$ cat src/rtl/servo_pkg.sv
// Purpose : shared widths, default timing constants and state encoding for the servo command path.
// Latency : n/a (package only).
// Backpres: n/a; the PWM stage imports this so width semantics match on both sides.
package servo_pkg;

    localparam int W_BITS = 17;

    // Defaults for a 50 MHz mclk: 20 ms frame, 1 ms..2 ms pulse range.
    localparam int unsigned DEF_FRAME_CLKS = 1000000;
    localparam int unsigned DEF_MIN_W      = 50000;
    localparam int unsigned DEF_MAX_W      = 100000;
    localparam int unsigned DEF_SCALE      = 196;
    localparam int unsigned DEF_STEP       = 500;
    localparam int unsigned DEF_DEB_CLKS   = 1000000;

    localparam logic [0:0] ST_IDLE = 1'b0;
    localparam logic [0:0] ST_RAMP = 1'b1;

    // Position -> pulse width, clamped to the absolute upper limit.
    function automatic logic [W_BITS-1:0] calc_target(
        input logic [7:0]  pos,
        input int unsigned min_w,
        input int unsigned scale,
        input int unsigned max_w
    );
        int unsigned sum;
        sum = min_w + 32'(pos) * scale;
        if (sum > max_w) begin
            sum = max_w;
        end
        return W_BITS'(sum);
    endfunction

endpackage

$ cat src/rtl/btn_debounce.sv
// Purpose : synchronise and debounce a raw push-button, emit a one-cycle pulse on a debounced rising edge.
// Latency : raw -> level = 2 sync + DEB_CLKS cycles; level -> rise = 1 cycle.
// Backpres: none; free-running conditioning of an asynchronous level input.
//
// Ports: mclk/rst_n clock and async active-low reset; raw bouncy button;
//        level debounced state; rise single-cycle pulse when level goes 0->1.
module btn_debounce #(
    parameter int unsigned DEB_CLKS = 1000000
) (
    input  logic mclk,
    input  logic rst_n,
    input  logic raw,
    output logic level,
    output logic rise
);

    localparam int CW = (DEB_CLKS > 1) ? $clog2(DEB_CLKS) : 1;

    logic          sync_q1;
    logic          sync_q2;
    logic          level_d;
    logic [CW-1:0] stable_cnt;

    always_ff @(posedge mclk or negedge rst_n) begin
        if (!rst_n) begin
            sync_q1    <= 1'b0;
            sync_q2    <= 1'b0;
            level      <= 1'b0;
            level_d    <= 1'b0;
            rise       <= 1'b0;
            stable_cnt <= '0;
        end else begin
            sync_q1 <= raw;
            sync_q2 <= sync_q1;
            level_d <= level;
            rise    <= level & ~level_d;
            // Count consecutive cycles at the opposite level; any return to
            // the current level throws the partial count away.
            if (sync_q2 == level) begin
                stable_cnt <= '0;
            end else if (stable_cnt == CW'(DEB_CLKS - 1)) begin
                level      <= sync_q2;
                stable_cnt <= '0;
            end else begin
                stable_cnt <= stable_cnt + CW'(1);
            end
        end
    end

endmodule

$ cat src/rtl/servo_cmd_ramp.sv
// Purpose : turn a debounced load request + 8-bit position into a slew-limited PWM width command.
// Latency : load pulse -> target next cycle; width moves only on frame_tick (at most STEP per frame).
// Backpres: none; hold freezes width updates while the frame counter keeps running.
//
// Ports: mclk/rst_n clock and async active-low reset; target_pos switch position
//        (sampled on load only); load_btn raw button; hold freeze; width command;
//        frame_tick end-of-frame pulse; busy/at_target ramp status for LEDs.
module servo_cmd_ramp
    import servo_pkg::*;
#(
    parameter int unsigned FRAME_CLKS = DEF_FRAME_CLKS,
    parameter int unsigned MIN_W      = DEF_MIN_W,
    parameter int unsigned MAX_W      = DEF_MAX_W,
    parameter int unsigned SCALE      = DEF_SCALE,
    parameter int unsigned STEP       = DEF_STEP,
    parameter int unsigned DEB_CLKS   = DEF_DEB_CLKS
) (
    input  logic              mclk,
    input  logic              rst_n,
    input  logic [7:0]        target_pos,
    input  logic              load_btn,
    input  logic              hold,
    output logic [W_BITS-1:0] width,
    output logic              frame_tick,
    output logic              busy,
    output logic              at_target
);

    localparam int FC_W = (FRAME_CLKS > 1) ? $clog2(FRAME_CLKS) : 1;

    logic [FC_W-1:0]   frame_cnt;
    logic              deb_level;
    logic              deb_rise;
    logic              load_evt;
    logic [W_BITS-1:0] target_w;
    logic [W_BITS-1:0] width_nxt;
    logic [W_BITS-1:0] target_nxt;
    logic [0:0]        state;
    logic [0:0]        state_nxt;

    btn_debounce #(
        .DEB_CLKS (DEB_CLKS)
    ) u_btn_debounce (
        .mclk  (mclk),
        .rst_n (rst_n),
        .raw   (load_btn),
        .level (deb_level),
        .rise  (deb_rise)
    );

    // A load only counts while the debounced level is still asserted.
    assign load_evt   = deb_rise & deb_level;
    assign frame_tick = (frame_cnt == FC_W'(FRAME_CLKS - 1));

    always_ff @(posedge mclk or negedge rst_n) begin
        if (!rst_n) begin
            frame_cnt <= '0;
        end else if (frame_tick) begin
            frame_cnt <= '0;
        end else begin
            frame_cnt <= frame_cnt + FC_W'(1);
        end
    end

    always_comb begin
        width_nxt = width;
        // Step against the current target_w, so a load landing on the tick
        // cycle only takes effect from the following frame.
        if (frame_tick && !hold && (state == ST_RAMP)) begin
            if (target_w > width) begin
                if ((target_w - width) <= W_BITS'(STEP)) begin
                    width_nxt = target_w;
                end else begin
                    width_nxt = width + W_BITS'(STEP);
                end
            end else begin
                if ((width - target_w) <= W_BITS'(STEP)) begin
                    width_nxt = target_w;
                end else begin
                    width_nxt = width - W_BITS'(STEP);
                end
            end
        end

        target_nxt = load_evt ? calc_target(target_pos, MIN_W, SCALE, MAX_W) : target_w;

        // Enter RAMP the first cycle a mismatch exists, leave it on the edge
        // that lands width on the target.
        state_nxt = (width_nxt != target_nxt) ? ST_RAMP : ST_IDLE;
    end

    always_ff @(posedge mclk or negedge rst_n) begin
        if (!rst_n) begin
            width    <= W_BITS'(MIN_W);
            target_w <= W_BITS'(MIN_W);
            state    <= ST_IDLE;
        end else begin
            width    <= width_nxt;
            target_w <= target_nxt;
            state    <= state_nxt;
        end
    end

    assign busy      = (state == ST_RAMP);
    assign at_target = ~busy;

endmodule

$ cat config.mk
export PLATFORM = sky130hd
export DESIGN_NAME = servo_cmd_ramp
export DESIGN_NICKNAME = d
export VERILOG_FILES = /design/src/rtl/servo_pkg.sv /design/src/rtl/btn_debounce.sv /design/src/rtl/servo_cmd_ramp.sv
export SDC_FILE = /design/constraint.sdc
export NUM_CORES = 1
export LEC_CHECK = 0
export CORE_MARGIN = 3
export CORE_UTILIZATION = 60
export CTS_CLUSTER_SIZE = 8
export DETAILED_ROUTE_END_ITERATION = 8
export PLACE_DENSITY = 0.89
export SYNTH_ARGS = -nofsm -noshare
export SYNTH_HDL_FRONTEND = slang
export SYNTH_SLANG_ARGS = --single-unit
$ cat constraint.sdc
create_clock -name mclk -period 12.4 [get_ports mclk]
set_input_delay 1.86 -clock mclk [delete_from_list [all_inputs] [get_ports mclk]]
set_output_delay 1.86 -clock mclk [all_outputs]
set_load 0.005 [all_outputs]
# Yosys cells after proc, flatten, opt, wreduce, memory -nomap -nowiden
# Index checks and enable logic that the tools add are counted.
dict set report op_classes {
  addsub 7
  n_mul 1
  n_div 0
  order_cmp 4
  n_eq_ne 4
  shift 0
  mux 10
  bitwise 5
  reduce_logical 4
}
# op count
set op_table {}
lappend op_table {{$mux 17} 6}
lappend op_table {{$mux 20} 3}
lappend op_table {{$add 20x1->20 const B} 2}
lappend op_table {{$eq 20x20->1 const B} 2}
lappend op_table {{$le 17x9->1 const B} 2}
lappend op_table {{$sub 17x17->17} 2}
lappend op_table {{$add 16x16->17 const A} 1}
lappend op_table {{$add 17x9->17 const B} 1}
lappend op_table {{$gt 17x17->1} 1}
lappend op_table {{$gt 17x17->1 const B} 1}
lappend op_table {{$ne 17x17->1} 1}
lappend op_table {{$sub 17x9->17 const B} 1}
lappend op_table {{$mul 8x6->14 const B} 1}
lappend op_table {{$not 1->1} 3}
lappend op_table {{$and 1x1->1} 2}
lappend op_table {{$logic_and 1x1->1} 2}
lappend op_table {{$reduce_and 2->1} 1}
lappend op_table {{$eq 1x1->1} 1}
lappend op_table {{$logic_not 1->1} 1}
lappend op_table {{$mux 1} 1}
dict set report word_totals {
  reg_bits 80
  latchBits 0
  ram_bits 0
  romBits 0
  inputBits 12
  mem_count 0
}

# Longest topological paths before layout
dict set report depth {
  ltp_word 7
  mapped_depth 22
  ltp_nobuf 21
}

# Modules after synthesis
# Synthesis repeated with hierarchy kept, for this count alone.
dict set report unflattened {
  hier_cells 916
  area_unflattened_um2 7611.0
}
# module n_inst cells_per_inst area_each_um2 seq_area_each_um2
set modules_own_cells {}
lappend modules_own_cells {servo_cmd_ramp 1 805 6439.9 1391.3}
lappend modules_own_cells {btn_debounce 1 111 1171.1 625.6}

# Least setup slack after synthesis
# No wires, ideal clock.
dict set report synth_timing {
  path_type {input port to flip-flop}
  from {in target_pos[3]}
  to {reg state, in the netlist busy}
  setup_time_ns 0.140
  arrival_ns 6.132
  t_required_ns 12.260
  slack_ns 6.128
  stages 21
  n_path_buf 1
  path_cell_list {inv_1 > ha_1 > inv_1 > fa_1 > ha_1 > inv_1 > fa_1 > nor2b_1 > o31ai_1 > xnor2_1 > nand3_1 > o21a_1 > o22ai_2 > and2_1 > buf_4 > nor2_1 > a22oi_2 > nor2_1 > or4_1 > a211oi_1 > nand4_1}
}
dict set report synth_via {
  elab_chain_cells 7
}
# element line
set synth_lines {}
lappend synth_lines {{start, declared} servo_cmd_ramp.sv:20} ;# input logic [7:0] target_pos,
lappend synth_lines {{$mul 8x6->14 *} servo_pkg.sv:27} ;# sum = min_w + 32'(pos) * scale;
lappend synth_lines {{$add 16x16->17 *} servo_pkg.sv:27}
lappend synth_lines {{$gt 17x17->1} servo_pkg.sv:28} ;# if (sum > max_w) begin
lappend synth_lines {{$mux 17 *} servo_pkg.sv:28}
lappend synth_lines {{$mux 17 *} servo_cmd_ramp.sv:85} ;# target_nxt = load_evt ? calc_target(target_pos, MIN_W, SCALE, MAX_W) : target_w;
lappend synth_lines {{$ne 17x17->1 *} servo_cmd_ramp.sv:89} ;# state_nxt = (width_nxt != target_nxt) ? ST_RAMP : ST_IDLE;
lappend synth_lines {{$mux 1 *} servo_cmd_ramp.sv:89}
lappend synth_lines {{net state_nxt} servo_cmd_ramp.sv:39} ;# logic [0:0] state_nxt;
lappend synth_lines {{end signal, assigned} servo_cmd_ramp.sv:100} ;# state <= state_nxt;
lappend synth_lines {{end, declared} servo_cmd_ramp.sv:38} ;# logic [0:0] state;
# The timed path passes the listed nets; every way through them passes the cells marked *.
# A chain may end at the register's enable or synchronous reset.

# Final worst setup path
# Same ends and word-level chain as after synthesis.

==> metrics.md <==
| Metric | Value |
|---|---|
| NetSw | 0.000326 W |
| FP Rows | 40 |
| Slowest cell on the critical path | clkdlybuf4s50_1 |
| EDFF count, synth | 0 |
| Root Driver | clkbuf_16 |
| Clk network pwr share | 0.310 |
| Setup TNS | 0 ns |
| DR vias/cell | 6.59 |
| Mapped Cells | 923 |
| P per Cell Area | 106 nW/um^2 |
| Clock Latency Late Sink | 0.34 ns |
| Initial antenna violation count | 0 |
| Max Fclk | 140 MHz |
| Max VDD drop | 0.0000759 V |
| Worst Skew | 0.00863 ns |
| Worst-case hold slack | 0.382 ns |
| Synth warn | 0 |
| Max-cap check violation count | 0 |
| DRT Wirelength | 20.2 mm |
| I/O Pins | 32 |
| Post-route DRC | 0 |
| Family with the most delay on the worst path | simple AND/OR/NAND/NOR gates |
| Synth cell types | 101 |
| Internal power | 0.000555 W |
| Total GRT Usage | 0.283 |
| Worst setup EP type | register |
| Area growth, synth to finish | 8.45% |
| HPWL after detailed placement | 15.2 mm |
| Antenna cells | 0 |
| Share of cells above drive strength 1 | 0.0726 |
| Switching Share | 0.370 |
| CP bufs+invs | 4 |
| Mean Syn Cell Area | 8.32 um^2 |
| Rel. slew slack | 0.266 |
| Post-DRT Antenna Nets | 0 |
| Vias in the first global route | 6665 |
| Cts bufs inserted | 9 |
| Core ar. | 12300 um^2 |
| Die span in y | 119 um |
| Worst Max-Slew Pin Slew | 1.10 ns |
| Outcome | complete, no violations |
| CP peak stage delay | 0.54 ns |
| Final Hold Vio Count | 0 |
| Placer congestion estimate | 0.990 |
| WP data required | 12.60 ns |
| Post-CTS Setup Bufs | 0 |
| Hold WC Path Type | register to register |
| Largest net degree at the start of global routing | 81 |
| Die ar. | 14200 um^2 |
| H-tree depth | 3 |
| Syn Std Cell Area | 7680 um^2 |
| Final Net Count | 1014 |
| Quantity of hold-fixing buffers added after cts | 0 |
| Worst Setup Path Type | primary input to register |
| CP Launch Type | primary input |
| Drt first pass iters | 6 |
| Register bit total from synthesis | 80 |
| WP data arrival | 7.35 ns |
| Synth Net Count | 1006 |
| First-pass GRT wire length | 33.2 mm |
| Endpoints failing setup | 0 |
| Ys flop type | dfrtp_1 |
| Register area share after synthesis | 0.263 |
| Clk slew on worst S/H paths | 0.06 ns |
| GR Overflow Total | 0 |
| Final worst setup slack | 5.25 ns |
| Tmin final | 7.15 ns |
| Flop pwr share | 0.320 |
| Worst slack at placement | 5.06 ns |
| Starting density of the core | 0.627 |
| Vias | 7270 |
| Most common cell on crit path | inv_1 |
| Crit-path cells | clkdlybuf4s50_1 -> inv_1 -> ha_1 -> inv_1 -> fa_1 -> ha_1 -> inv_1 -> fa_1 -> nor2b_1 -> o31ai_1 -> xnor2_1 -> nand3_1 -> o21a_1 -> o22ai_2 -> and2_1 -> nor2_1 -> a22oi_2 -> nor2_1 -> or4_1 -> a211oi_1 -> nand4_1 |
| Lkg Pwr | 3.57 nW |
| Gate power share | 0.369 |
| CTS tree | yes |
| Initial DRC count | 845 |
| Post-CTS Resized | 0 |
| Filler Cell Count | 973 |
| Max-slew violation count | 0 |
| Design Power | 0.000881 W |
| Port bufs | 31 |
| Crit Path Max Fanout | 8 |
| DR WL/cell | 18.3 um |
| Synth async-reset ratio | 1.00 |
| RSZ-0062 raised after global routing | false |
| CTS Buffer Depth | 2 |
| Clock sink total | 80 |
| Die X | 119 um |
| Period Utilization, post-route | 0.577 |
[area by class of cell]
| type | instances | area, um^2 | share of cell area |
|---|---|---|---|
| clock buffers | 9 | 225 | 0.0270 |
| clock inverters | 7 | 83.8 | 0.0101 |
| inverters | 59 | 221 | 0.0266 |
| multi-input cells | 749 | 5260 | 0.631 |
| flip-flops and latches | 80 | 2020 | 0.242 |
| well taps | 168 | 210 | 0.0252 |
| repair buffers | 32 | 315 | 0.0378 |
[registers in the layout, indices dropped and copies added, names as in the netlist]
name	count
busy	1
u_btn_debounce.level_d	1
u_btn_debounce.sync_q2	1
width	17
u_btn_debounce.stable_cnt	20
u_btn_debounce.rise	1
target_w	17
u_btn_debounce.sync_q1	1
u_btn_debounce.level	1
frame_cnt	20
[through the flow]
step                       util  cells  instance area (um^2)
final                     0.679   1104                  8330
after global routing      0.679   1104                  8330
after CTS                 0.679   1104                  8330
after detailed placement  0.654   1088                  8020
after global placement    0.654   1088                  8020
after floorplan               -    923                  7680
[metal layers]
metal	part of all wire	global-route usage
met1	0.42	0.389
met2	0.47	0.456
met3	0.086	0.0408
met4	0.028	0.0949
met5	0	0
[cells in the mapped netlist (4+ instances only)]
master | instances | share of area
or4_1 | 5 | 0.0049
buf_6 | 4 | 0.0059
clkbuf_1 | 20 | 0.0098
nand2b_1 | 8 | 0.0065
o31ai_1 | 9 | 0.0088
and3_1 | 19 | 0.015
nand3_1 | 35 | 0.023
o21ai_1 | 5 | 0.0033
a31o_2 | 4 | 0.0046
mux2i_1 | 7 | 0.0091
nand2_1 | 77 | 0.038
ha_1 | 68 | 0.11
dfrtp_1 | 68 | 0.22
nand4_1 | 20 | 0.016
and2_1 | 7 | 0.0057
nor3_1 | 17 | 0.011
buf_4 | 4 | 0.0039
o221ai_1 | 5 | 0.0057
nor4_1 | 19 | 0.015
o21ai_0 | 37 | 0.024
o211ai_1 | 7 | 0.0068
dfstp_2 | 12 | 0.041
xnor2_1 | 50 | 0.057
buf_2 | 6 | 0.0039
nor2b_1 | 9 | 0.0073
a21o_1 | 10 | 0.0098
inv_1 | 57 | 0.028
or3_1 | 12 | 0.0098
nor2_1 | 94 | 0.046
a21oi_1 | 53 | 0.035
a211oi_1 | 12 | 0.012
o311a_1 | 4 | 0.0052
a31oi_1 | 8 | 0.0065
o22ai_1 | 7 | 0.0057
xor2_1 | 35 | 0.040
o21a_1 | 6 | 0.0059
[power by group through the flow]
stage	Combinational [W]	Sequential (W)	Clock, W
after floorplan	0.000254	0.000280	0
final	0.000325	0.000282	0.000274
after global placement	0.000308	0.000285	0
after global routing	0.000353	0.000282	0.000286
after detailed placement	0.000316	0.000286	0
after CTS	0.000318	0.000281	0.000277
[logic make-up after synthesis]
kind of cell / count (synthesis) / synth area share
xor gates and xnor gates: 85 / 0.0969
AOI/OAI and AO/OA: 235 / 0.226
adders and majority gates: 71 / 0.119
buffers and inverters: 94 / 0.0529
and+or+nand+nor: 346 / 0.226
muxes: 12 / 0.0173
DFF: 80 / 0.263
[placed cells by master, fill, tap and decap left out, types with 9 or more instances in the layout]
cell / n
a211oi_1: 12
a21o_1: 10
a21oi_1: 53
and3_1: 19
clkbuf_16: 9
clkdlybuf4s50_1: 30
dfrtp_1: 68
dfstp_2: 12
ha_1: 68
inv_1: 57
nand2_1: 77
nand3_1: 35
nand4_1: 20
nor2_1: 94
nor2b_1: 9
nor3_1: 17
nor4_1: 19
o21ai_0: 37
o31ai_1: 9
or3_1: 12
xnor2_1: 50
xor2_1: 35
[path summary, 6_finish.rpt]
kind,start,end,slack (ns),depth (start not counted)
hold reg to reg,u_btn_debounce.sync_q1,u_btn_debounce.sync_q2,0.38,0
max in group asynchronous,rst_n,width[12],10.07,1
setup reg to reg,width[5],busy,6.98,15
hold / removal,u_btn_debounce.sync_q1,u_btn_debounce.sync_q2,0.38,0
min in group asynchronous,rst_n,frame_cnt[18],1.67,1
setup / recovery,target_pos[3],busy,5.25,21
(Power assumes the default switching activity.)
